## src/rtl/bsg_clk_gen_pearl_pkg.sv

```systemverilog
// Shared types and defaults for the clock-generator pearl and its frequency meter.
`timescale 1ps/1ps
package bsg_clk_gen_pearl_pkg;

    // Default widths for the frequency meter window and result count
    localparam int bsg_clk_gen_pearl_freq_window_width_gp = 16;
    localparam int bsg_clk_gen_pearl_freq_count_width_gp  = 16;

    // Frequency meter control states
    typedef enum logic [1:0] {
        e_freq_idle  = 2'd0,
        e_freq_arm   = 2'd1,
        e_freq_count = 2'd2,
        e_freq_done  = 2'd3
    } bsg_clk_gen_pearl_freq_meter_state_e;

    // Width of a counter that must hold values 0 .. n-1 (at least one bit)
    function automatic int bsg_clk_gen_pearl_cnt_width(input int n);
        return (n > 1) ? $clog2(n) : 1;
    endfunction

endpackage

```

## src/rtl/bsg_sync_sync.sv

```systemverilog
// Two-flop synchronizer bringing an asynchronous level into the clk_i domain.
// Both stages clear on reset so the synchronized value starts low.
`timescale 1ps/1ps
module bsg_sync_sync #(
    parameter int width_p = 1
) (
    input  logic               clk_i,
    input  logic               reset_i,
    input  logic [width_p-1:0] data_i,
    output logic [width_p-1:0] data_o
);

    logic [width_p-1:0] meta_reg;
    logic [width_p-1:0] sync_reg;

    generate
        for (genvar gi = 0; gi < width_p; gi++) begin : g_bit
            // Capture then re-capture each bit to resolve metastability
            always_ff @(posedge clk_i or posedge reset_i) begin
                if (reset_i) begin
                    meta_reg[gi] <= 1'b0;
                    sync_reg[gi] <= 1'b0;
                end else begin
                    meta_reg[gi] <= data_i[gi];
                    sync_reg[gi] <= meta_reg[gi];
                end
            end
        end
    endgenerate

    assign data_o = sync_reg;

endmodule

```

## src/rtl/bsg_clk_gen_pearl_freq_meter.sv

```systemverilog
// Frequency meter for the pearl's monitor clock. After a start request the
// meter waits for a monitor rising edge (ARM), then counts monitor rising
// edges over a programmable number of reference cycles (COUNT) and presents
// the result through a valid/yumi handshake (DONE).
`timescale 1ps/1ps
module bsg_clk_gen_pearl_freq_meter
    import bsg_clk_gen_pearl_pkg::*;
#(
    parameter int window_width_p = bsg_clk_gen_pearl_freq_window_width_gp,
    parameter int count_width_p  = bsg_clk_gen_pearl_freq_count_width_gp,
    parameter int arm_timeout_p  = 1024
) (
    input  logic                      clk_i,
    input  logic                      reset_i,
    input  logic                      monitor_i,
    input  logic                      start_v_i,
    output logic                      start_ready_o,
    input  logic [window_width_p-1:0] window_i,
    output logic                      result_v_o,
    input  logic                      result_yumi_i,
    output logic [count_width_p-1:0]  count_o,
    output logic                      sat_o,
    output logic                      timeout_o,
    output logic                      busy_o
);

    localparam int timer_width_lp = bsg_clk_gen_pearl_cnt_width(arm_timeout_p);
    localparam logic [timer_width_lp-1:0] timer_last_lp = timer_width_lp'(arm_timeout_p - 1);
    localparam logic [window_width_p-1:0] win_last_lp   = window_width_p'(1);

    bsg_clk_gen_pearl_freq_meter_state_e state_reg, state_next;

    logic                      monitor_sync;
    logic                      monitor_prev_reg;
    logic                      mon_edge;
    logic [window_width_p-1:0] window_reg;
    logic [window_width_p-1:0] win_cnt_reg;
    logic [timer_width_lp-1:0] timer_reg;
    logic [count_width_p-1:0]  count_reg;
    logic                      sat_reg;
    logic                      timeout_reg;

    bsg_sync_sync #(
        .width_p (1)
    ) monitor_sync_inst (
        .clk_i   (clk_i),
        .reset_i (reset_i),
        .data_i  (monitor_i),
        .data_o  (monitor_sync)
    );

    // Previous synchronized value, used to turn the level into a one-cycle rise pulse
    always_ff @(posedge clk_i or posedge reset_i) begin
        if (reset_i) begin
            monitor_prev_reg <= 1'b0;
        end else begin
            monitor_prev_reg <= monitor_sync;
        end
    end

    assign mon_edge = monitor_sync & ~monitor_prev_reg;

    // State register
    always_ff @(posedge clk_i or posedge reset_i) begin
        if (reset_i) begin
            state_reg <= e_freq_idle;
        end else begin
            state_reg <= state_next;
        end
    end

    // Next-state selection; an arming edge takes priority over the arm timeout
    always_comb begin
        state_next = state_reg;
        case (state_reg)
            e_freq_idle: begin
                if (start_v_i) begin
                    state_next = (window_i == '0) ? e_freq_done : e_freq_arm;
                end
            end
            e_freq_arm: begin
                if (mon_edge) begin
                    state_next = e_freq_count;
                end else if (timer_reg == timer_last_lp) begin
                    state_next = e_freq_done;
                end
            end
            e_freq_count: begin
                if (win_cnt_reg == win_last_lp) begin
                    state_next = e_freq_done;
                end
            end
            e_freq_done: begin
                if (result_yumi_i) begin
                    state_next = e_freq_idle;
                end
            end
            default: state_next = e_freq_idle;
        endcase
    end

    // Measurement datapath: window latch, arm timer, window countdown, edge count
    always_ff @(posedge clk_i or posedge reset_i) begin
        if (reset_i) begin
            window_reg  <= '0;
            win_cnt_reg <= '0;
            timer_reg   <= '0;
            count_reg   <= '0;
            sat_reg     <= 1'b0;
            timeout_reg <= 1'b0;
        end else begin
            case (state_reg)
                e_freq_idle: begin
                    if (start_v_i) begin
                        window_reg  <= window_i;
                        timer_reg   <= '0;
                        count_reg   <= '0;
                        sat_reg     <= 1'b0;
                        timeout_reg <= 1'b0;
                    end
                end
                e_freq_arm: begin
                    timer_reg <= timer_reg + 1'b1;
                    if (mon_edge) begin
                        // The arming edge only opens the window; it is not counted
                        win_cnt_reg <= window_reg;
                    end else if (timer_reg == timer_last_lp) begin
                        timeout_reg <= 1'b1;
                    end
                end
                e_freq_count: begin
                    win_cnt_reg <= win_cnt_reg - 1'b1;
                    if (mon_edge) begin
                        if (&count_reg) begin
                            sat_reg <= 1'b1;
                        end else begin
                            count_reg <= count_reg + 1'b1;
                        end
                    end
                end
                default: begin
                    // DONE holds the result stable until it is consumed
                end
            endcase
        end
    end

    // Status outputs decoded from the state register only
    always_comb begin
        start_ready_o = 1'b0;
        result_v_o    = 1'b0;
        busy_o        = 1'b0;
        case (state_reg)
            e_freq_idle:  start_ready_o = 1'b1;
            e_freq_arm:   busy_o        = 1'b1;
            e_freq_count: busy_o        = 1'b1;
            e_freq_done:  result_v_o    = 1'b1;
            default:      start_ready_o = 1'b0;
        endcase
    end

    assign count_o   = count_reg;
    assign sat_o     = sat_reg;
    assign timeout_o = timeout_reg;

endmodule

```

## config.mk

```make
export PLATFORM = sky130hd
export DESIGN_NAME = bsg_clk_gen_pearl_freq_meter
export DESIGN_NICKNAME = d
export VERILOG_FILES = /design/src/rtl/bsg_clk_gen_pearl_pkg.sv /design/src/rtl/bsg_sync_sync.sv /design/src/rtl/bsg_clk_gen_pearl_freq_meter.sv
export SDC_FILE = /design/constraint.sdc
export NUM_CORES = 1
export LEC_CHECK = 0
export BUFFER_PORTS_ARGS = -buffer_cell sky130_fd_sc_hd__buf_2
export CORE_ASPECT_RATIO = 1.75
export CORE_MARGIN = 2
export CORE_UTILIZATION = 32
export DETAILED_ROUTE_END_ITERATION = 6
export GPL_TIMING_DRIVEN = 1
export PLACE_DENSITY = 0.47
export REMOVE_ABC_BUFFERS = 1
export SETUP_SLACK_MARGIN = 0.02
export SYNTH_ARGS = -nofsm -noshare
export SYNTH_HDL_FRONTEND = slang
export SYNTH_SLANG_ARGS = --single-unit
```

## constraint.sdc

```tcl
create_clock -name clk_i -period 2.4 [get_ports clk_i]
set_clock_uncertainty 0.2 [all_clocks]
set_input_delay 0.48 -clock clk_i [delete_from_list [all_inputs] [get_ports clk_i]]
set_output_delay 0.48 -clock clk_i [all_outputs]
set_load 0.01 [all_outputs]
```

==> impl_metrics.toml <==
[yosys]
syn_avg_cell_area_um2 = 9.776
ys_warn_count = 0
synth_area_leader_cell = "dfrtp_1"
synth_edf_count = 0
synth_top_cell_area_share_pct = 45.58
synth_ff_type = "dfrtp_1"
synth_cell_types = 54
async_flop_share_pct = 100.0
synth_cells = 365
yosys-top-cells-count = "65 x dfrtp_1, 32 x nand2_1, 28 x a21oi_1"
syn-cell-area_um2 = 3568
synth_area_leaders = "dfrtp_1 46%, mux2_2 5.7%, a21oi_1 3.9%"
synth.most_common_cell = "dfrtp_1"
ys_seq_area_share_pct = 45.58
ys_ff_latch = 65

[flow_run]
maxCapViolations = 0

[placed_design]
portBuffers = 41
dp_hpwl_mm = 7.216
dp.cells = 541
gp_congestion = 0.8134
place_ws_ps = 78.15

[critical_path]
worst-path-max-fanout = 5
worstSetupPathType = "reg2reg"
cp-end-kind = "register"
crit_required_ps = 2410
worst-r2r-setup-slack_ps = 180
arrival_ps = 2230
start_kind = "register"

[global_route]
grt_overflow = 0
antenna_found_initial = 0
grt_util_all_layers_pct = 17.31
grt_max_degree = 49
grt_pass1_wl_mm = 16.11
first_global_vias = 3161

[power_and_ir_drop]
vdd_drop_max_mv = 0.5253
p_int_w = 0.003016
p_leak_nw = 1.828
p_sw_w = 0.001768
p_comb_share_pct = 39.2
power_density_nw_per_um2 = 1103
switching_share_pct = 36.95
p_seq_share_pct = 36.1
clkPwrFrac_pct = 24.7

[drt]
highest_layer = "met4"
num_vias = 3114
wl_mm = 9.886
via_per_inst = 5.581
drt_iter0_markers = 117
wl_met2_mm = 5.521
antenna_left = 0
routed-wl-met3_um = 281
met1_length_mm = 3.807
wire_per_inst_um = 17.72
drc_errors = 0
drt-pass1-iter-count = 6

[finish]
layout-drive-gt1-share_pct = 24.88
fin_cells = 558
antenna_cells = 0
fin_nets = 451
fillCellCount = 1123
syn_to_final_growth_pct = 21.49

[clocking]
cts_max_path_buffers = 2
cts_tree = "built"
cts_inserted_buffers = 9
clock_tree.htree_level_count = 3
clk_pin_slew_worst_paths_ps = 50
cts_root_buffer = "clkbuf_16"
cts_sinks = 65
clock_latency_ps = 330

[timing]
fin_crit_ps = 2223
fin_crit_sh_pct = 92.64
timing.fmax_mhz = 449.8
maxSlewHeadroom_pct = 59.25
drv_slew = 0
rsz0062_at_grt = "false"
final.setup.worst_slack_ps = 176.6
worst_slew_pin_slew_ps = 605.7
finalSetupViolations = 0
fin_setup_tns_ps = 0
finalHoldViolCount = 0

[die]
start_util_pct = 32.51
ioPinCount = 42
die_w_um = 83.83
row_count = 51
dieArea_um2 = 12050
die_h_um = 143.7
core_area_um2 = 10980

[min_path]
hold_path_class = "in2reg"

[run_status]
status = "complete, no violations"
## what timing repair did
item	in CTS	in global routing
hold endpoints to repair	17	0
hold buffers	1	0
setup endpoints to repair	0	15
setup buffers	0	1
resized for setup	0	6
## final timing paths
path,from,endpoint,depth (start not counted)
min in group asynchronous,reset_i,count_o[3],3
max in group asynchronous,reset_i,state_reg[1],4
worst max-delay path,win_cnt_reg[0],win_cnt_reg[10],6
worst min register to register,monitor_sync_inst.meta_reg,monitor_sync_inst.data_o,0
worst max register to register,win_cnt_reg[0],win_cnt_reg[10],6
worst min-delay path,monitor_i,monitor_sync_inst.meta_reg,1
## layout make-up
cell class	instances	area (um2)	area share, %
multi-input cells	272	1838	42.40
repair buffers	65	412.9	9.524
inverters	9	33.78	0.7792
well taps	132	165.2	3.810
clock buffers	15	257.7	5.945
flip-flops and latches	65	1628	37.55
## cells by family after synthesis
family                     synth area share (%)
AOI/OAI and AO/OA                         17.25
muxes                                     9.642
buffers and inverters                     3.611
DFF                                       45.58
xor gates and xnor gates                 0.7365
adders and majority gates                 2.805
and+or+nand+nor                           20.37
## layer usage
metal | up-vias | GRT usage (%)
met4 | 0 | 7.980
met2 | 57 | 32.63
met1 | 1536 | 18.16
met5 | - | 0
li1 | 1504 | -
met3 | 17 | 3.676
## cell usage in the layout (no fill, tap or decap), drive strengths merged, types with 13 or more instances in the layout
cell type  synthesis  final
nand3             16     16
nor4              13     13
clkbuf            12     15
a21oi             28     28
nor2              18     18
buf                7     64
nand2             32     32
o21ai             22     22
mux2              19     19
mux2i             13     13
dfrtp             65     65
## through the flow
stage               util, %  hold WS, ps  instance area, um2  power, W
CTS                   39.19        44.65                4302  0.004797
detailed placement    36.75        136.4                4034  0.003594
global placement      36.75        140.1                4034  0.003555
floorplan                 -        131.2                3473  0.002887
global route          39.50        49.31                4335  0.005146
finish                39.50        55.82                4335  0.004784
## critical path: stages, from the launching register on
cell and delay (ps):
dfrtp_1 410, inv_1 120, ha_1 210, or3b_2 560, nor3_1 260, a31oi_1 130
o22a_1 220
## power by group through the flow
stage	Combinational, W	Sequential, W	Clock (W)
6_report	0.00188	0.00173	0.00118
5_1_grt	0.00211	0.00178	0.00126
4_1_cts	0.00186	0.00173	0.00121
3_5_place_dp	0.00185	0.00174	0
3_3_place_gp	0.00183	0.00173	0
2_1_floorplan	0.00121	0.00168	0
No activity file was read; power rests on OpenSTA's default activity.
